## src/rtl/decode_cycle.sv

```systemverilog
// Decode stage: register file with write-through bypass, instruction field
// decode, ID/EX pipeline register and a one-deep replay buffer that resolves
// load-use hazards by inserting a single bubble.
module decode_cycle #(
  parameter logic [31:0] NOP_INSTR = 32'h68000000,
  parameter logic [3:0]  RA_REG    = 4'd15
) (
  input  logic        clk,
  input  logic        rst,
  input  logic [31:0] instruction_D,
  input  logic [31:0] pc_D,
  input  logic        isbranchtaken_E,
  input  logic        interrupt,
  input  logic        wb_en_W,
  input  logic [3:0]  rd_W,
  input  logic [31:0] result_W,
  output logic        add_stall,
  output logic [31:0] pc_E,
  output logic [31:0] op1_E,
  output logic [31:0] op2_E,
  output logic [31:0] imm_E,
  output logic [31:0] branchtarget_E,
  output logic [4:0]  opcode_E,
  output logic [3:0]  rd_E,
  output logic        isimm_E,
  output logic        iswb_E,
  output logic        isld_E,
  output logic        isst_E,
  output logic        isbeq_E,
  output logic        isbgt_E,
  output logic        isubranch_E,
  output logic        iscall_E,
  output logic        isret_E
);

  localparam logic [4:0] OP_CMP  = 5'b00101;
  localparam logic [4:0] OP_NOT  = 5'b01000;
  localparam logic [4:0] OP_MOV  = 5'b01001;
  localparam logic [4:0] OP_ASR  = 5'b01100;
  localparam logic [4:0] OP_NOP  = NOP_INSTR[31:27];
  localparam logic [4:0] OP_LD   = 5'b01110;
  localparam logic [4:0] OP_ST   = 5'b01111;
  localparam logic [4:0] OP_BEQ  = 5'b10000;
  localparam logic [4:0] OP_BGT  = 5'b10001;
  localparam logic [4:0] OP_B    = 5'b10010;
  localparam logic [4:0] OP_CALL = 5'b10011;
  localparam logic [4:0] OP_RET  = 5'b10100;

  logic [31:0] r_regs [16];
  logic        r_replay_valid;
  logic [31:0] r_replay_instr;
  logic [31:0] r_replay_pc;

  logic [31:0] w_instr;
  logic [31:0] w_pc;
  logic [4:0]  w_op;
  logic        w_i;
  logic [3:0]  w_rd;
  logic [3:0]  w_rs1;
  logic [3:0]  w_rs2;
  logic [15:0] w_imm16;
  logic [1:0]  w_mod;
  logic [26:0] w_off;
  logic [3:0]  w_addr_a;
  logic [3:0]  w_addr_b;
  logic [31:0] w_rdata_a;
  logic [31:0] w_rdata_b;
  logic [31:0] w_imm;
  logic [31:0] w_btarget;
  logic        w_iswb;
  logic [3:0]  w_rd_dec;
  logic        w_reads_a;
  logic        w_reads_b;
  logic        w_hazard;
  logic        w_flush;
  logic        w_stall;

  // A pending replay takes precedence over whatever fetch presents this cycle.
  assign w_instr = r_replay_valid ? r_replay_instr : instruction_D;
  assign w_pc    = r_replay_valid ? r_replay_pc    : pc_D;

  assign w_op    = w_instr[31:27];
  assign w_i     = w_instr[26];
  assign w_rd    = w_instr[25:22];
  assign w_rs1   = w_instr[21:18];
  assign w_rs2   = w_instr[17:14];
  assign w_imm16 = w_instr[15:0];
  assign w_mod   = w_instr[17:16];
  assign w_off   = w_instr[26:0];

  // ret reads the link register; st reads its data register on port B.
  assign w_addr_a = (w_op == OP_RET) ? RA_REG : w_rs1;
  assign w_addr_b = (w_op == OP_ST)  ? w_rd   : w_rs2;

  // Same-cycle writeback is forwarded so decode never sees a stale value.
  assign w_rdata_a = (wb_en_W && (rd_W == w_addr_a)) ? result_W : r_regs[w_addr_a];
  assign w_rdata_b = (wb_en_W && (rd_W == w_addr_b)) ? result_W : r_regs[w_addr_b];

  assign w_btarget = w_pc + {{3{w_off[26]}}, w_off, 2'b00};
  assign w_rd_dec  = (w_op == OP_CALL) ? RA_REG : w_rd;
  assign w_flush   = isbranchtaken_E | interrupt;

  // Immediate expansion; the unused modifier encoding behaves as sign-extend.
  always_comb begin
    w_imm = {{16{w_imm16[15]}}, w_imm16};
    case (w_mod)
      2'b01:   w_imm = {16'h0000, w_imm16};
      2'b10:   w_imm = {w_imm16, 16'h0000};
      default: w_imm = {{16{w_imm16[15]}}, w_imm16};
    endcase
  end

  // Writeback enable: ALU ops other than cmp, plus ld and call.
  always_comb begin
    w_iswb = 1'b0;
    if ((w_op <= OP_ASR) && (w_op != OP_CMP)) begin
      w_iswb = 1'b1;
    end else if ((w_op == OP_LD) || (w_op == OP_CALL)) begin
      w_iswb = 1'b1;
    end else begin
      w_iswb = 1'b0;
    end
  end

  // Which read ports the active instruction actually consumes.
  always_comb begin
    w_reads_a = 1'b1;
    case (w_op)
      OP_NOT, OP_MOV, OP_NOP, OP_B, OP_BEQ, OP_BGT, OP_CALL: w_reads_a = 1'b0;
      default:                                              w_reads_a = 1'b1;
    endcase
    w_reads_b = ((!w_i) && (w_op <= OP_ASR)) || (w_op == OP_ST);
  end

  // A load in EX whose destination feeds this instruction needs one bubble.
  always_comb begin
    w_hazard = 1'b0;
    if (isld_E && iswb_E) begin
      w_hazard = (w_reads_a && (w_addr_a == rd_E)) ||
                 (w_reads_b && (w_addr_b == rd_E));
    end else begin
      w_hazard = 1'b0;
    end
  end

  assign w_stall   = (!rst) && (!w_flush) && (!r_replay_valid) && w_hazard;
  assign add_stall = w_stall;

  // Register file: reset clears every entry and overrides writeback.
  always_ff @(posedge clk) begin
    if (rst) begin
      for (int i = 0; i < 16; i++) begin
        r_regs[i] <= 32'h0000_0000;
      end
    end else if (wb_en_W) begin
      r_regs[rd_W] <= result_W;
    end
  end

  // Replay buffer: hold the stalled instruction for exactly one cycle.
  always_ff @(posedge clk) begin
    if (rst || w_flush) begin
      r_replay_valid <= 1'b0;
      r_replay_instr <= 32'h0000_0000;
      r_replay_pc    <= 32'h0000_0000;
    end else if (w_stall) begin
      r_replay_valid <= 1'b1;
      r_replay_instr <= instruction_D;
      r_replay_pc    <= pc_D;
    end else begin
      r_replay_valid <= 1'b0;
    end
  end

  // ID/EX register: bubble on reset, flush or stall, otherwise the decode.
  always_ff @(posedge clk) begin
    if (rst || w_flush || w_stall) begin
      pc_E           <= 32'h0000_0000;
      op1_E          <= 32'h0000_0000;
      op2_E          <= 32'h0000_0000;
      imm_E          <= 32'h0000_0000;
      branchtarget_E <= 32'h0000_0000;
      opcode_E       <= OP_NOP;
      rd_E           <= 4'd0;
      isimm_E        <= 1'b0;
      iswb_E         <= 1'b0;
      isld_E         <= 1'b0;
      isst_E         <= 1'b0;
      isbeq_E        <= 1'b0;
      isbgt_E        <= 1'b0;
      isubranch_E    <= 1'b0;
      iscall_E       <= 1'b0;
      isret_E        <= 1'b0;
    end else begin
      pc_E           <= w_pc;
      op1_E          <= w_rdata_a;
      op2_E          <= w_rdata_b;
      imm_E          <= w_imm;
      branchtarget_E <= w_btarget;
      opcode_E       <= w_op;
      rd_E           <= w_rd_dec;
      isimm_E        <= w_i;
      iswb_E         <= w_iswb;
      isld_E         <= (w_op == OP_LD);
      isst_E         <= (w_op == OP_ST);
      isbeq_E        <= (w_op == OP_BEQ);
      isbgt_E        <= (w_op == OP_BGT);
      isubranch_E    <= (w_op == OP_B) || (w_op == OP_CALL) || (w_op == OP_RET);
      iscall_E       <= (w_op == OP_CALL);
      isret_E        <= (w_op == OP_RET);
    end
  end

endmodule

```

## config.mk

```make
export PLATFORM = sky130hd
export DESIGN_NAME = decode_cycle
export DESIGN_NICKNAME = d
export VERILOG_FILES = /design/src/rtl/decode_cycle.sv
export SDC_FILE = /design/constraint.sdc
export NUM_CORES = 2
export LEC_CHECK = 0
export ABC_AREA = 0
export BUFFER_PORTS_ARGS = -buffer_cell sky130_fd_sc_hd__buf_4
export CAP_MARGIN = 20
export CORE_ASPECT_RATIO = 1.25
export CORE_MARGIN = 4
export CORE_UTILIZATION = 40
export CTS_CLUSTER_DIAMETER = 60
export DETAILED_ROUTE_END_ITERATION = 10
export SYNTH_ARGS = -nofsm -noshare
export SYNTH_HDL_FRONTEND = slang
export SYNTH_SLANG_ARGS = --single-unit
```

## constraint.sdc

```tcl
create_clock -name clk -period 9.45 [get_ports clk]
set_clock_uncertainty 0.15 [all_clocks]
set_input_delay 0.4725 -clock clk [delete_from_list [all_inputs] [get_ports clk]]
set_output_delay 0.4725 -clock clk [all_outputs]
set_load 0.02 [all_outputs]
```

==> metrics.csv <==
stage,metric,value,unit
outcome,outcome,"finished, final reports clean",
drt,met3 WL post-DR,12.1,mm
die,Initial Util,40.5,%
drt,Detailed Route Iter0 Violations,3469,
timing,Final Cycle Share,65.5,%
die,Core Area,93400,um^2
timing,Final Hold Fails,0,
power_and_ir_drop,part of the power in registers,45.9,%
placement,pre-CTS setup slack,3.28,ns
power_and_ir_drop,PD cells,183,nW/um^2
timing,max-slew violations,0,
critical_path,Worst Path Required,9.84,ns
global_route,global-route wire length before repair,199,mm
critical_path,peak fanout along the critical path,44,
synth,post-synth top area share,40.6,%
die,die area,99600,um^2
die,Die Wd,283,um
finish,share of layout cells above drive strength 1,14.3,%
critical_path,CP arrival,6.57,ns
die,Ports,284,
critical_path,critical path launch point,r_replay_valid$_SDFF_PP0_,
synth,Post-synth ARST share,0,%
finish,Final #Nets,4256,
finish,sequential cell area,20200,um^2
finish,"commonest cells after routing, fill and taps aside","nand2_1 (805), and2_1 (545), edfxtp_1 (512)",
drt,DR DRC count,0,
synth,Avg Inst Size Synth,9.66,um^2
synth,synthesized flop and latch total,753,
synth,largest area contributor in the netlist,edfxtp_1,
timing,Slew @ Worst Pin,1.24,ns
power_and_ir_drop,Net Sw Power,2.14,mW
timing,Total Neg Setup Slack,0,ns
power_and_ir_drop,Clk pwr share,41.6,%
power_and_ir_drop,logic gate share of total power,12.5,%
critical_path,Crit Path Class,reg2reg,
synth,Synth Warn #,0,
synth,Syn Nets,4054,
die,chip height,352,um
power_and_ir_drop,Peak VDD IR,121,uV
critical_path,Critical Path End,pc_E[25]$_SDFF_PP0_,
synth,Post-synth top flop,edfxtp_1,
drt,Pre-Repair DR Iteration Count,7,
critical_path,R2R setup slack,3.26,ns
finish,Multi-input gate area,16400,um^2
critical_path,CP Launch Type,register,
clock_tree,Num CTS Buffers,82,
power_and_ir_drop,switching part of the total,26.2,%
drt,Top Layer Used,met5,
critical_path,Crit. End Element,register,
clock_tree,clk_lat worst skew,0.66,ns
placement,IO Port Bufs,283,
clock_tree,clock buffer depth,3,
run,max cap viols,0,
finish,P&R area growth vs syn,18.1,%
timing,Final WS setup,3.26,ns
critical_path,Reg-to-Reg End,pc_E[25]$_SDFF_PP0_,
timing,Finish-stage setup viols,0,
synth,dominant cells by area after synthesis,"edfxtp_1 (41%), dfxtp_1 (13%), and2_1 (9.0%)",
drt,WL met1,55.4,mm
placement,Post-DP HPWL,75.2,mm
synth,"Distinct cells, synth",68,
power_and_ir_drop,Pint,6.03,mW
drt,routed vias/inst,5.85,
drt,WL final,136,mm
synth,"Seq/Total Area, Yosys",53.4,%
global_route,Total GRT Usage,26.3,%
timing,RSZ-0062 raised after global routing,no,
synth,"EDFF count, synth",512,
global_route,initial antenna violation count,4,
clock_tree,TritonCTS clock tree,done,
drt,met2 wire len,63.1,mm
clock_tree,clock root cell,clkbuf_16,
synth,area of the mapped netlist,37800,um^2
clock_tree,# clock sinks,753,
timing,Slew HR,17.5,%
drt,Routed Antenna Nets,0,
synth,Post-Syn Instances,3917,
drt,vias,31500,
timing,Achievable Freq,162,MHz
hold_path,Tightest Hold Check Type,in2reg,
power_and_ir_drop,P_leak,17.1,nW
timing,minimum clock period,6.19,ns
finish,"commonest non-fill, non-tap cell in the layout",nand2_1,
placement,RePlAce Congestion,0.895,
critical_path,worst r2r src,r_replay_valid$_SDFF_PP0_,
die,Rows,125,
finish,# fillers,8583,
clock_tree,CTS clock-pin slew for the worst setup and hold paths,0.06,ns
clock_tree,H-tree depth,3,
global_route,largest net degree at the start of global routing,182,
global_route,number of global-route vias before repair,30600,
drt,per-cell routed wire length,25.2,um
global_route,global route total overflow,0,
critical_path,R2R cell count,10,
## synthesized netlist by cell type, drive strengths merged, types with 31 or more instances
| cell | n |
|---|---|
| a211o | 32 |
| a21oi | 320 |
| a221oi | 31 |
| a31oi | 37 |
| a32oi | 32 |
| and2 | 545 |
| buf | 114 |
| clkbuf | 211 |
| dfxtp | 241 |
| edfxtp | 512 |
| ha | 31 |
| mux2 | 49 |
| mux2i | 156 |
| nand2 | 808 |
| nand3 | 265 |
| nand4 | 34 |
| nor2 | 140 |
| nor3 | 48 |
| o221ai | 64 |
| or4 | 35 |
## metrics by stage
| step | power [mW] | hold WS [ns] | area [um^2] | util (%) | cells |
|---|---|---|---|---|---|
| floorplan | 4.39 | 0.304 | 37800 | - | 3917 |
| global placement | 4.78 | 0.316 | 40900 | 43.8 | 5149 |
| detailed placement | 4.79 | 0.326 | 40900 | 43.8 | 5151 |
| CTS | 8.19 | 0.000628 | 44700 | 47.8 | 5390 |
| global route | 8.43 | 0.0145 | 44700 | 47.8 | 5390 |
| finish | 8.17 | 0.0172 | 44700 | 47.8 | 5392 |
## registers in the layout (all words and copies together), names as in the netlist
name,count
r_replay_instr,32
pc_E,32
isst_E,1
isld_E,1
opcode_E,5
r_regs,512
op2_E,32
isret_E,1
isbeq_E,1
isbgt_E,1
isubranch_E,1
iscall_E,1
r_replay_pc,32
imm_E,32
r_replay_valid,1
isimm_E,1
branchtarget_E,30
rd_E,4
iswb_E,1
op1_E,32
## layer usage
metal | vias to the layer above | track usage, %
met5 | - | 0
met1 | 15400 | 34.1
met2 | 1704 | 43.5
met4 | 6 | 10.3
li1 | 14200 | -
met3 | 311 | 5.35
## logic make-up after synthesis
group	count (synthesis)	synth area share (%)
AND/OR/NAND/NOR	1952	25.3
multiplexers	205	5.60
XOR/XNOR	37	0.857
flip-flops	753	53.4
adder cells (fa/ha/maj)	32	1.08
buffers and inverters	350	3.94
AO/OA/AOI/OAI	588	9.88
## area by class of cell
class                   instances  area share, %
flip-flops and latches        753           45.2
clock buffers                 120           5.56
diodes                          2         0.0112
repair buffers                443           8.06
clock inverters                29          0.826
multi-input cells            2814           36.7
well taps                    1206           3.38
inverters                      25          0.210
## worst max-delay path: stages (launching register included)
cell and delay, ns:
dfxtp_4 0.72, buf_4 0.63, and3b_1 0.30, o22ai_4 0.43, mux2i_4 0.92, xnor2_1 0.12
or4_1 0.48, o21ai_4 0.81, buf_4 0.77, nor2_4 0.33, and2_1 0.28
## power by group through the flow
stage	combinational, mW	sequential, mW	clock (mW)
after global routing	1.09	3.77	3.57
after floorplan	0.559	3.83	0
after CTS	1.01	3.75	3.44
final	1.02	3.75	3.40
after detailed placement	0.972	3.82	0
after global placement	0.964	3.82	0
## how the worst min path moves through the flow
stage	startpoint	endpoint	slack, ns	depth (start not counted)
6_report	result_W[16]	op2_E[16]$_SDFF_PP0_	0.02	3
5_1_grt	result_W[6]	op1_E[6]$_SDFF_PP0_	0.01	3
4_1_cts	result_W[16]	op2_E[16]$_SDFF_PP0_	0.0006	3
3_5_place_dp	r_replay_pc[22]$_SDFFE_PP0P_	r_replay_pc[22]$_SDFFE_PP0P_	0.33	2
3_3_place_gp	r_replay_pc[28]$_SDFFE_PP0P_	r_replay_pc[28]$_SDFFE_PP0P_	0.32	2
2_1_floorplan	r_replay_instr[0]$_SDFFE_PP0P_	r_replay_instr[0]$_SDFFE_PP0P_	0.30	2
## repair_timing
action,CTS,global route
gates resized for setup,0,0
buffers inserted,0,0
hold buffers,90,0
endpoints found under the hold margin,116,0
No activity file was read; power rests on OpenSTA's default activity.
